### src/rtl/pong_pkg.sv
// Shared definitions for the Pong match controller: FSM state encoding,
// collision-detector bounce codes and score/counter widths.
package pong_pkg;

  typedef enum logic [2:0] {
    IDLE  = 3'd0,
    SERVE = 3'd1,
    PLAY  = 3'd2,
    POINT = 3'd3,
    OVER  = 3'd4
  } state_t;

  localparam logic [1:0] BOUNCE_NONE   = 2'b00;
  localparam logic [1:0] BOUNCE_PADDLE = 2'b01;
  localparam logic [1:0] BOUNCE_WALL   = 2'b10;
  localparam logic [1:0] BOUNCE_GOAL   = 2'b11;

  localparam int SCORE_W = 4;
  localparam int CNT_W   = 8;

endpackage

### src/rtl/pong_match_controller_if.sv
// Event/status bundle between the match controller and its environment
// (collision detector, VGA timing, renderer, ball FSM). Adds pause when PONG_PAUSE_EN is defined.
interface pong_match_controller_if;

  logic                        frame_tick;
  logic                        start;
  logic [1:0]                  bounce;
  logic                        goal_right;
`ifdef PONG_PAUSE_EN
  logic                        pause;
`endif
  logic                        ball_enable;
  logic                        ball_recentre;
  logic                        serve_dir;
  logic [pong_pkg::SCORE_W-1:0] score_player_1;
  logic [pong_pkg::SCORE_W-1:0] score_player_2;
  logic                        game_over;
  logic                        winner;
  logic [2:0]                  state_dbg;

`ifdef PONG_PAUSE_EN
  modport master (
    output frame_tick, start, bounce, goal_right, pause,
    input  ball_enable, ball_recentre, serve_dir, score_player_1,
           score_player_2, game_over, winner, state_dbg
  );
  modport slave (
    input  frame_tick, start, bounce, goal_right, pause,
    output ball_enable, ball_recentre, serve_dir, score_player_1,
           score_player_2, game_over, winner, state_dbg
  );
`else
  modport master (
    output frame_tick, start, bounce, goal_right,
    input  ball_enable, ball_recentre, serve_dir, score_player_1,
           score_player_2, game_over, winner, state_dbg
  );
  modport slave (
    input  frame_tick, start, bounce, goal_right,
    output ball_enable, ball_recentre, serve_dir, score_player_1,
           score_player_2, game_over, winner, state_dbg
  );
`endif

endinterface

### src/rtl/pong_frame_counter.sv
// Loadable down-counter of frame ticks; load wins over tick, and the count
// holds at zero rather than wrapping.
module pong_frame_counter #(
  parameter int CNT_W = 8
) (
  input  logic             clock,
  input  logic             reset,
  input  logic             load,
  input  logic [CNT_W-1:0] load_val,
  input  logic             tick_en,
  output logic [CNT_W-1:0] count,
  output logic             zero
);

  logic [CNT_W-1:0] cnt_q;

  always_ff @(posedge clock or posedge reset) begin
    if (reset) begin
      cnt_q <= '0;
    end else if (load) begin
      cnt_q <= load_val;
    end else if (tick_en && (cnt_q != '0)) begin
      cnt_q <= cnt_q - 1'b1;
    end
  end

  assign count = cnt_q;
  assign zero  = (cnt_q == '0);

endmodule

### src/rtl/pong_match_controller.sv
// Pong match sequencer: IDLE -> SERVE -> PLAY -> POINT -> (SERVE | OVER).
// Owns the scores; all outputs registered. Optional pause input under PONG_PAUSE_EN.
module pong_match_controller
  import pong_pkg::*;
#(
  parameter int WIN_SCORE    = 9,
  parameter int SERVE_FRAMES = 60,
  parameter int POINT_FRAMES = 30
) (
  input  logic                    clock,
  input  logic                    reset,
  pong_match_controller_if.slave  bus
);

  localparam logic [SCORE_W-1:0] WIN_S   = SCORE_W'(WIN_SCORE);
  localparam logic [CNT_W-1:0]   SERVE_C = CNT_W'(SERVE_FRAMES);
  localparam logic [CNT_W-1:0]   POINT_C = CNT_W'(POINT_FRAMES);

  function automatic logic [SCORE_W-1:0] sat_inc(input logic [SCORE_W-1:0] s);
    return (s == {SCORE_W{1'b1}}) ? s : s + 1'b1;
  endfunction

  state_t             state_q, state_n;
  logic               start_q;
  logic [1:0]         bounce_q;
  logic [SCORE_W-1:0] score1_q, score1_n, score2_q, score2_n;
  logic               serve_dir_q, serve_dir_n;
  logic               game_over_q, game_over_n;
  logic               winner_q, winner_n;
  logic               ball_enable_q, ball_enable_n;
  logic               recentre_q, recentre_n;

  logic               cnt_load;
  logic [CNT_W-1:0]   cnt_load_val;
  logic [CNT_W-1:0]   cnt_count;
  logic               cnt_zero;
  logic               cnt_tick;

  logic               pause_act;
  logic               start_edge;
  logic               goal_edge;
  logic               tick_run;
  logic               expire;

`ifdef PONG_PAUSE_EN
  assign pause_act = bus.pause &&
                     ((state_q == SERVE) || (state_q == PLAY) || (state_q == POINT));
`else
  assign pause_act = 1'b0;
`endif

  // Edge detectors track their inputs every cycle, regardless of state or pause.
  assign start_edge = bus.start && !start_q;
  assign goal_edge  = (bus.bounce == BOUNCE_GOAL) && (bounce_q != BOUNCE_GOAL) && !pause_act;
  assign tick_run   = bus.frame_tick && !pause_act;
  assign cnt_tick   = tick_run && ((state_q == SERVE) || (state_q == POINT));
  assign expire     = cnt_tick && (cnt_zero || (cnt_count == CNT_W'(1)));

  pong_frame_counter #(.CNT_W(CNT_W)) u_frame_counter (
    .clock    (clock),
    .reset    (reset),
    .load     (cnt_load),
    .load_val (cnt_load_val),
    .tick_en  (cnt_tick),
    .count    (cnt_count),
    .zero     (cnt_zero)
  );

  always_comb begin
    state_n      = state_q;
    score1_n     = score1_q;
    score2_n     = score2_q;
    serve_dir_n  = serve_dir_q;
    game_over_n  = game_over_q;
    winner_n     = winner_q;
    recentre_n   = 1'b0;
    cnt_load     = 1'b0;
    cnt_load_val = '0;

    unique case (state_q)
      IDLE: begin
        score1_n    = '0;
        score2_n    = '0;
        game_over_n = 1'b0;
        winner_n    = 1'b0;
        if (start_edge) begin
          state_n      = SERVE;
          recentre_n   = 1'b1;
          cnt_load     = 1'b1;
          cnt_load_val = SERVE_C;
        end
      end
      SERVE: begin
        if (expire) state_n = PLAY;
      end
      PLAY: begin
        // A goal preempts any coincident frame tick; the counter is reloaded.
        if (goal_edge) begin
          if (bus.goal_right) score1_n = sat_inc(score1_q);
          else                score2_n = sat_inc(score2_q);
          serve_dir_n  = bus.goal_right;
          state_n      = POINT;
          cnt_load     = 1'b1;
          cnt_load_val = POINT_C;
        end
      end
      POINT: begin
        if (expire) begin
          if ((score1_q >= WIN_S) || (score2_q >= WIN_S)) begin
            state_n     = OVER;
            game_over_n = 1'b1;
            winner_n    = (score2_q >= WIN_S);
          end else begin
            state_n      = SERVE;
            recentre_n   = 1'b1;
            cnt_load     = 1'b1;
            cnt_load_val = SERVE_C;
          end
        end
      end
      OVER: begin
        if (start_edge) begin
          state_n     = IDLE;
          score1_n    = '0;
          score2_n    = '0;
          game_over_n = 1'b0;
          winner_n    = 1'b0;
        end
      end
      default: state_n = IDLE;
    endcase

    ball_enable_n = (state_n == PLAY) && !pause_act;
  end

  always_ff @(posedge clock or posedge reset) begin
    if (reset) begin
      state_q       <= IDLE;
      start_q       <= 1'b0;
      bounce_q      <= BOUNCE_NONE;
      score1_q      <= '0;
      score2_q      <= '0;
      serve_dir_q   <= 1'b0;
      game_over_q   <= 1'b0;
      winner_q      <= 1'b0;
      ball_enable_q <= 1'b0;
      recentre_q    <= 1'b0;
    end else begin
      state_q       <= state_n;
      start_q       <= bus.start;
      bounce_q      <= bus.bounce;
      score1_q      <= score1_n;
      score2_q      <= score2_n;
      serve_dir_q   <= serve_dir_n;
      game_over_q   <= game_over_n;
      winner_q      <= winner_n;
      ball_enable_q <= ball_enable_n;
      recentre_q    <= recentre_n;
    end
  end

  assign bus.ball_enable    = ball_enable_q;
  assign bus.ball_recentre  = recentre_q;
  assign bus.serve_dir      = serve_dir_q;
  assign bus.score_player_1 = score1_q;
  assign bus.score_player_2 = score2_q;
  assign bus.game_over      = game_over_q;
  assign bus.winner         = winner_q;
  assign bus.state_dbg      = state_q;

endmodule
### src/flat_wrapper.sv
// flat-port wrapper written by rule: the top's interface ports become plain ports
module pong_match_controller_flat import pong_pkg::*;
#(
  parameter int WIN_SCORE    = 9,
  parameter int SERVE_FRAMES = 60,
  parameter int POINT_FRAMES = 30
)
  (clock, reset, bus_frame_tick, bus_start, bus_bounce, bus_goal_right, bus_ball_enable, bus_ball_recentre, bus_serve_dir, bus_score_player_1, bus_score_player_2, bus_game_over, bus_winner, bus_state_dbg);
  pong_match_controller_if bus_i ();
  input  logic clock;
  input  logic reset;
  input wire logic [$bits(bus_i.frame_tick)-1:0] bus_frame_tick;
  input wire logic [$bits(bus_i.start)-1:0] bus_start;
  input wire logic [$bits(bus_i.bounce)-1:0] bus_bounce;
  input wire logic [$bits(bus_i.goal_right)-1:0] bus_goal_right;
  output wire logic [$bits(bus_i.ball_enable)-1:0] bus_ball_enable;
  output wire logic [$bits(bus_i.ball_recentre)-1:0] bus_ball_recentre;
  output wire logic [$bits(bus_i.serve_dir)-1:0] bus_serve_dir;
  output wire logic [$bits(bus_i.score_player_1)-1:0] bus_score_player_1;
  output wire logic [$bits(bus_i.score_player_2)-1:0] bus_score_player_2;
  output wire logic [$bits(bus_i.game_over)-1:0] bus_game_over;
  output wire logic [$bits(bus_i.winner)-1:0] bus_winner;
  output wire logic [$bits(bus_i.state_dbg)-1:0] bus_state_dbg;
  assign bus_i.frame_tick = bus_frame_tick;
  assign bus_i.start = bus_start;
  assign bus_i.bounce = bus_bounce;
  assign bus_i.goal_right = bus_goal_right;
  assign bus_ball_enable = bus_i.ball_enable;
  assign bus_ball_recentre = bus_i.ball_recentre;
  assign bus_serve_dir = bus_i.serve_dir;
  assign bus_score_player_1 = bus_i.score_player_1;
  assign bus_score_player_2 = bus_i.score_player_2;
  assign bus_game_over = bus_i.game_over;
  assign bus_winner = bus_i.winner;
  assign bus_state_dbg = bus_i.state_dbg;
  pong_match_controller #(.WIN_SCORE(WIN_SCORE), .SERVE_FRAMES(SERVE_FRAMES), .POINT_FRAMES(POINT_FRAMES)) u_core (.clock(clock), .reset(reset), .bus(bus_i));
endmodule
### config.mk
export PLATFORM = sky130hd
export DESIGN_NAME = pong_match_controller_flat
export DESIGN_NICKNAME = d
export VERILOG_FILES = /design/src/rtl/pong_pkg.sv /design/src/rtl/pong_match_controller_if.sv /design/src/rtl/pong_frame_counter.sv /design/src/rtl/pong_match_controller.sv /design/src/flat_wrapper.sv
export SDC_FILE = /design/constraint.sdc
export NUM_CORES = 1
export LEC_CHECK = 0
export ABC_AREA = 1
export CORE_MARGIN = 2
export CORE_UTILIZATION = 30
export DETAILED_ROUTE_END_ITERATION = 10
export HOLD_SLACK_MARGIN = 0.05
export PLACE_DENSITY = 0.56
export SLEW_MARGIN = 10
export SYNTH_ARGS = -nofsm -noshare
export SYNTH_HDL_FRONTEND = slang
export SYNTH_SLANG_ARGS = --single-unit
### constraint.sdc
create_clock -name clock -period 3.8 [get_ports clock]
set_clock_uncertainty 0.1 [all_clocks]
set_input_delay 0.57 -clock clock [delete_from_list [all_inputs] [get_ports clock]]
set_output_delay 0.57 -clock clock [all_outputs]
set_load 0.02 [all_outputs]
==> results.toml, run 1 <==
[status]
status = "finished, final reports clean"

[synthesis]
syn-cell-area_sq_um = 1548
synth_top_family_by_area = "simple AND/OR/NAND/NOR gates"
ys_seq_area_share_pct = 43.65
avgSynthCellArea_sq_um = 7.739
synthDistinctLibCells = 23
synth_nets = 216
synth.ff_latch_count = 27
synth.area.mux_share_pct = 0
synth_top_area_share_pct = 43.65
syn_inst = 200
synth-compound-area-share_pct = 5.982
synthAdderAreaFrac_pct = 7.276
synth_warnings = 0
yosysTopAreaCell = "dfrtp_1"
synthSimpleGateAreaFrac_pct = 31.69
yosys-top-cells-area = "dfrtp_1 44%, nand2_1 10%, inv_1 7.5%"
synthXorXnorAreaFrac_pct = 3.395

[place]
dp.cells = 292
gp_congestion = 0.7741
portBuffers = 22
place_area_sq_um = 1856
pre_cts_slack_ns = 1.713
hpwl_um = 2378

[finish]
n_antenna_cell = 0
final_cells = 296
fin_area_sq_um = 1906
nets = 243
area_growth_pct = 23.12
final_cell_mix = "43 x nand2_1, 31 x inv_1, 30 x nor2_1"
utilization_pct = 37.79
drive_gt1_share_pct = 6.195
fillCellCount = 528
layout_commonest_cell = "nand2_1"

[detailed_routing]
wl_um = 2981
wl_per_cell_um = 10.07
num_vias = 1279
drtAntennaViolNets = 0
drc_errors = 0
viasPerCell = 4.321
drt_first_pass_iters = 4
drt_iter0_drc = 64

[timing]
grt_setup_unrepaired = "no"
timing.fmax_mhz = 486.7
worst_slew_pin_slew_ns = 1.011
hold_viol = 0
drv_slew = 0
final.period_utilization_pct = 54.07
holdWs_ns = 0.3834
setup_viol = 0
timing.final.ws_setup_ns = 1.745
tns_ns = 0
period_minus_slack_ns = 2.055
slew_headroom_pct = 32.51

[setup_path]
cp_top_family = "buffers and inverters"
path_cells = "clkdlybuf4s50_1"
worstSetupPathType = "reg2out"
crit_path_max_fanout = 5
startpoint_type = "flip-flop"
critPathCaptureType = "output port"
slowest_delay_ns = 0.65
crit_arrival_ns = 1.38
crit_slowest_cell = "clkdlybuf4s50_1"
critPathBufInv = 1
cp.required_ns = 3.13

[clock_network]
postCtsHoldBufs = 0
cts-root-buf = "clkbuf_8"
clockBufferDepth = 2
cts.clk_slew.worst_paths_ns = 0.10
numClockSinks = 27
postCtsSetupRepairBufs = 0
cts_tree = "built"
ctsResizeCount = 0
numCtsBuffers = 3
clkLatencyLatePin_ns = 0.28
h-tree-depth = 1

[global_routing]
grt_pass1_vias = 1141
grt_pass1_wl_um = 5085
overflow = 0
grt_max_degree = 28
grtUsageTotal_pct = 11.38
antenna_found_initial = 0

[die]
die_h_um = 75.83
fp.dieW_um = 75.83
start_util_pct = 30.69
ios = 23
die_area_sq_um = 5749
core-area_sq_um = 5042
rows = 26

[power_and_ir_drop]
power_mw = 0.9061
max-vdd-ir-drop_uv = 205.4
leakagePower_nw = 0.9577
power_density_nw_per_um2 = 475.5

[job]
drv_cap = 0

[worst_hold_path]
hold_path.class = "reg2reg"
## cell type report
class                      count  area, sq um  share of cell area (%)
sequential                    27        675.6                   35.46
timing repair buffer          22        220.2                   11.56
multi-input combinational    140        748.2                   39.26
inverter                      33        123.9                   6.500
clock inverter                 1        8.758                  0.4596
clock buffer                   3        41.29                   2.167
tap                           70        87.58                   4.596
## synth_stat cells
master and number:
a21oi_1 3, a21oi_2 1, a31oi_1 1, and3_1 1
dfrtp_1 27, ha_1 9, inv_1 31, inv_2 2
nand2_1 43, nand2_2 3, nand3_1 17, nand3_2 1
nand3b_1 3, nand4_1 4, nor2_1 30, nor2_4 1
nor3_1 3, nor3_4 1, o21ai_0 9, o21ai_1 2
o31ai_1 1, or2_2 1, xor2_1 6
## final timing paths
kind	from	endpoint	slack [ns]	cells after the start
setup / recovery	u_core.bus.state_dbg[0]	bus_state_dbg[0]	1.75	1
hold / removal	u_core.bus.game_over	u_core.bus.game_over	0.38	2
setup reg to reg	u_core.bus.state_dbg[0]	u_core.bus.score_player_1[1]	2.04	7
hold reg to reg	u_core.bus.game_over	u_core.bus.game_over	0.38	2
max in group asynchronous	reset	u_core.bus.ball_recentre	2.26	2
min in group asynchronous	reset	u_core.bounce_q[1]	0.72	2
## kinds of logic after synthesis
group / after synthesis
xor gates and xnor gates: 6
AOI/OAI and AO/OA: 17
DFF: 27
adders and majority gates: 9
buffers and inverters: 33
and+or+nand+nor: 108
## per-layer routing
layer	GRT usage, %	vias to the layer above	wire length (um)
met3	3.571	4	130
met4	2.144	0	19
met2	17.05	21	1294
met5	0	-	0
met1	16.23	575	1538
li1	-	679	-
## worst reg2reg max path: cells and delay by family, from the launching register on
family,cells,cell delay (ns)
compound gates,1,0.09
flops,1,0.46
simple gates,6,1.05
## registers in the layout, indices dropped and copies added, names as in the netlist
| signal | cells |
|---|---|
| u_core.start_q | 1 |
| u_core.bounce_q | 2 |
| u_core.bus.ball_enable | 1 |
| u_core.u_frame_counter.count | 8 |
| u_core.bus.state_dbg | 3 |
| u_core.bus.ball_recentre | 1 |
| u_core.bus.game_over | 1 |
| u_core.bus.winner | 1 |
| u_core.bus.serve_dir | 1 |
| u_core.bus.score_player_1 | 4 |
| u_core.bus.score_player_2 | 4 |
## where the power goes
part | switching [mW] | total (mW) | internal, mW | leakage (nW)
clock network | 0.0955 | 0.173 | 0.0770 | 0.0261
registers | 0.0522 | 0.392 | 0.340 | 0.349
logic | 0.213 | 0.341 | 0.128 | 0.583
total | 0.361 | 0.906 | 0.545 | 0.958
Note: power is estimated with default switching activity, not from simulation.
==> inputs of run 2 (changes only) <==
PLACE_DENSITY = 0.58   (was 0.56)
clock period = 1.75 ns   (was 3.8 ns; I/O delays follow)
==> run 2 against run 1 <==
Effect of this change:
- worst hold slack worse by 0.15 ns
- utilization grew 4.4 points
- critical path depth did not move
- power grew 140%
- final cell count rose by 6.4%
- worst setup slack lost 1.7 ns
- sequential share of layout area is 3.7 points lower
- largest power group is now combinational logic
- highest routed layer unchanged
==> results.toml, run 2 (same netlist as run 1, synthesis figures left out) <==
[status]
status = "finished, final reports clean"

[finish]
area_growth_pct = 37.43
layout_commonest_cell = "nand2_1"
fillCellCount = 523
drive_gt1_share_pct = 20.00
regArea_sq_um = 675.6
multi_input_area_sq_um = 803.3
nets = 262
final_cell_mix = "39 x nand2_1, 28 x inv_1, 27 x dfrtp_1"
largest_reg_flops = 8
n_antenna_cell = 0

[power_and_ir_drop]
power_mw = 2.173
power_density_nw_per_um2 = 1022
max-vdd-ir-drop_uv = 573.1
leakagePower_nw = 1.169

[setup_path]
r2r_end = "u_core.u_frame_counter.count[5]"
critPathBufInv = 1
critPathCaptureType = "output port"
crit_slowest_cell = "clkdlybuf4s50_1"
crit_path_max_fanout = 4
path_cells = "clkdlybuf4s50_1"
r2r_cells = 10
cp.required_ns = 1.39
worstSetupPathType = "reg2out"
cp_top_family = "buffers and inverters"
slowest_delay_ns = 0.63
r2r_start = "u_core.u_frame_counter.count[1]"
startpoint = "u_core.bus.score_player_2[0]"
crit_arrival_ns = 1.32
reg2reg_slack_ns = 0.12
startpoint_type = "flip-flop"

[detailed_routing]
drtAntennaViolNets = 0
drc_errors = 0
wl_per_cell_um = 9.968
wl_met1_um = 1486
num_vias = 1339
drt_first_pass_iters = 4
routed.top_layer = "met4"
wl_met3_um = 132
met2_wirelength_um = 1498
viasPerCell = 4.251
drt_iter0_drc = 39
wl_um = 3140

[clock_network]
h-tree-depth = 1
clockBufferDepth = 2
cts.clk_slew.worst_paths_ns = 0.10
cts_tree = "built"
numCtsBuffers = 3
numClockSinks = 27
cts-root-buf = "clkbuf_8"
clkLatencyLatePin_ns = 0.27

[timing]
final.period_utilization_pct = 96.09
timing.fmax_mhz = 594.7
hold_viol = 0
period_minus_slack_ns = 1.682
worst_slew_pin_slew_ns = 0.3837
setup_viol = 0
slew_headroom_pct = 74.23
drv_slew = 0
tns_ns = 0

[die]
die_h_um = 75.83
rows = 26
start_util_pct = 30.69
fp.dieW_um = 75.83
ios = 23
die_area_sq_um = 5749
core-area_sq_um = 5042

[place]
hpwl_um = 2431
portBuffers = 22
gp_congestion = 0.7819

[global_routing]
antenna_found_initial = 0
grt_pass1_wl_um = 5409
grtUsageTotal_pct = 12.10
overflow = 0
grt_pass1_vias = 1259
grt_max_degree = 28

[job]
drv_cap = 0

[worst_hold_path]
hold_path.class = "in2async"
==> run 2: cell count changes in the layout (fill, tap and decap cells not counted), moves of 3 or more <==
cell             delta
buf_4              +17
clkdlybuf4s50_1     -8
dlymetal6s2s_1      +6
ha_1                -3
inv_1               -3
inv_2               +3
nand2_1             -4
nand2_2             +4
nor2_1              -5
nor2_2              +4
==> run 2: how the worst max path moves through the flow <==
stage | end | slack [ns] | cells after the start
3_5_place_dp | u_core.bus.score_player_1[0] | -0.03 | 9
5_1_grt | u_core.bus.winner | -0.00006 | 12
4_1_cts | bus_score_player_1[2] | 0.008 | 1
2_1_floorplan | u_core.u_frame_counter.count[4] | 0.11 | 10
6_report | bus_score_player_2[0] | 0.07 | 1
3_3_place_gp | u_core.bus.ball_enable | -0.02 | 9
==> run 2: tightest hold or removal path, stage by stage <==
cell and delay [ns]:
clkdlybuf4s50_1 0.39, inv_1 0.05, buf_4 0.32
==> run 2: repair_timing <==
item | CTS | global route
endpoints found under the setup margin | 2 | 17
pin swaps | 0 | 12
buffers inserted | 0 | 1
resized for setup | 2 | 26
hold buffers | 0 | 0
==> run 2: metal layers <==
layer / track usage, % / vias to the layer above
met4: 2.339 / 0
met1: 16.34 / 599
met3: 2.513 / 2
li1: - / 718
met2: 20.11 / 20
met5: 0 / -
==> run 2: layout make-up <==
cell class / instances / area share [%]
multi-input cells: 140 / 37.76
clock buffers: 4 / 2.118
well taps: 70 / 4.118
inverters: 33 / 5.824
repair buffers: 41 / 18.41
flip-flops and latches: 27 / 31.76
==> run 2: through the flow <==
step | setup WS (ns) | utilization, % | instances | hold WS [ns] | cell area (sq um)
2_1_floorplan | 0.1098 | - | 200 | 0.1939 | 1548
3_3_place_gp | -0.01542 | 39.73 | 310 | 0.3721 | 2003
3_5_place_dp | -0.03464 | 39.73 | 310 | 0.3728 | 2003
4_1_cts | 0.008263 | 40.57 | 314 | 0.2561 | 2046
5_1_grt | -0.00005884 | 42.18 | 315 | 0.3141 | 2127
6_report | 0.06841 | 42.18 | 315 | 0.2357 | 2127
==> run 2: report_power, final <==
group          switching (mW)  total [mW]  internal, mW
clock                   0.193       0.356         0.163
combinational           0.543       0.970         0.428
sequential              0.108       0.847         0.738
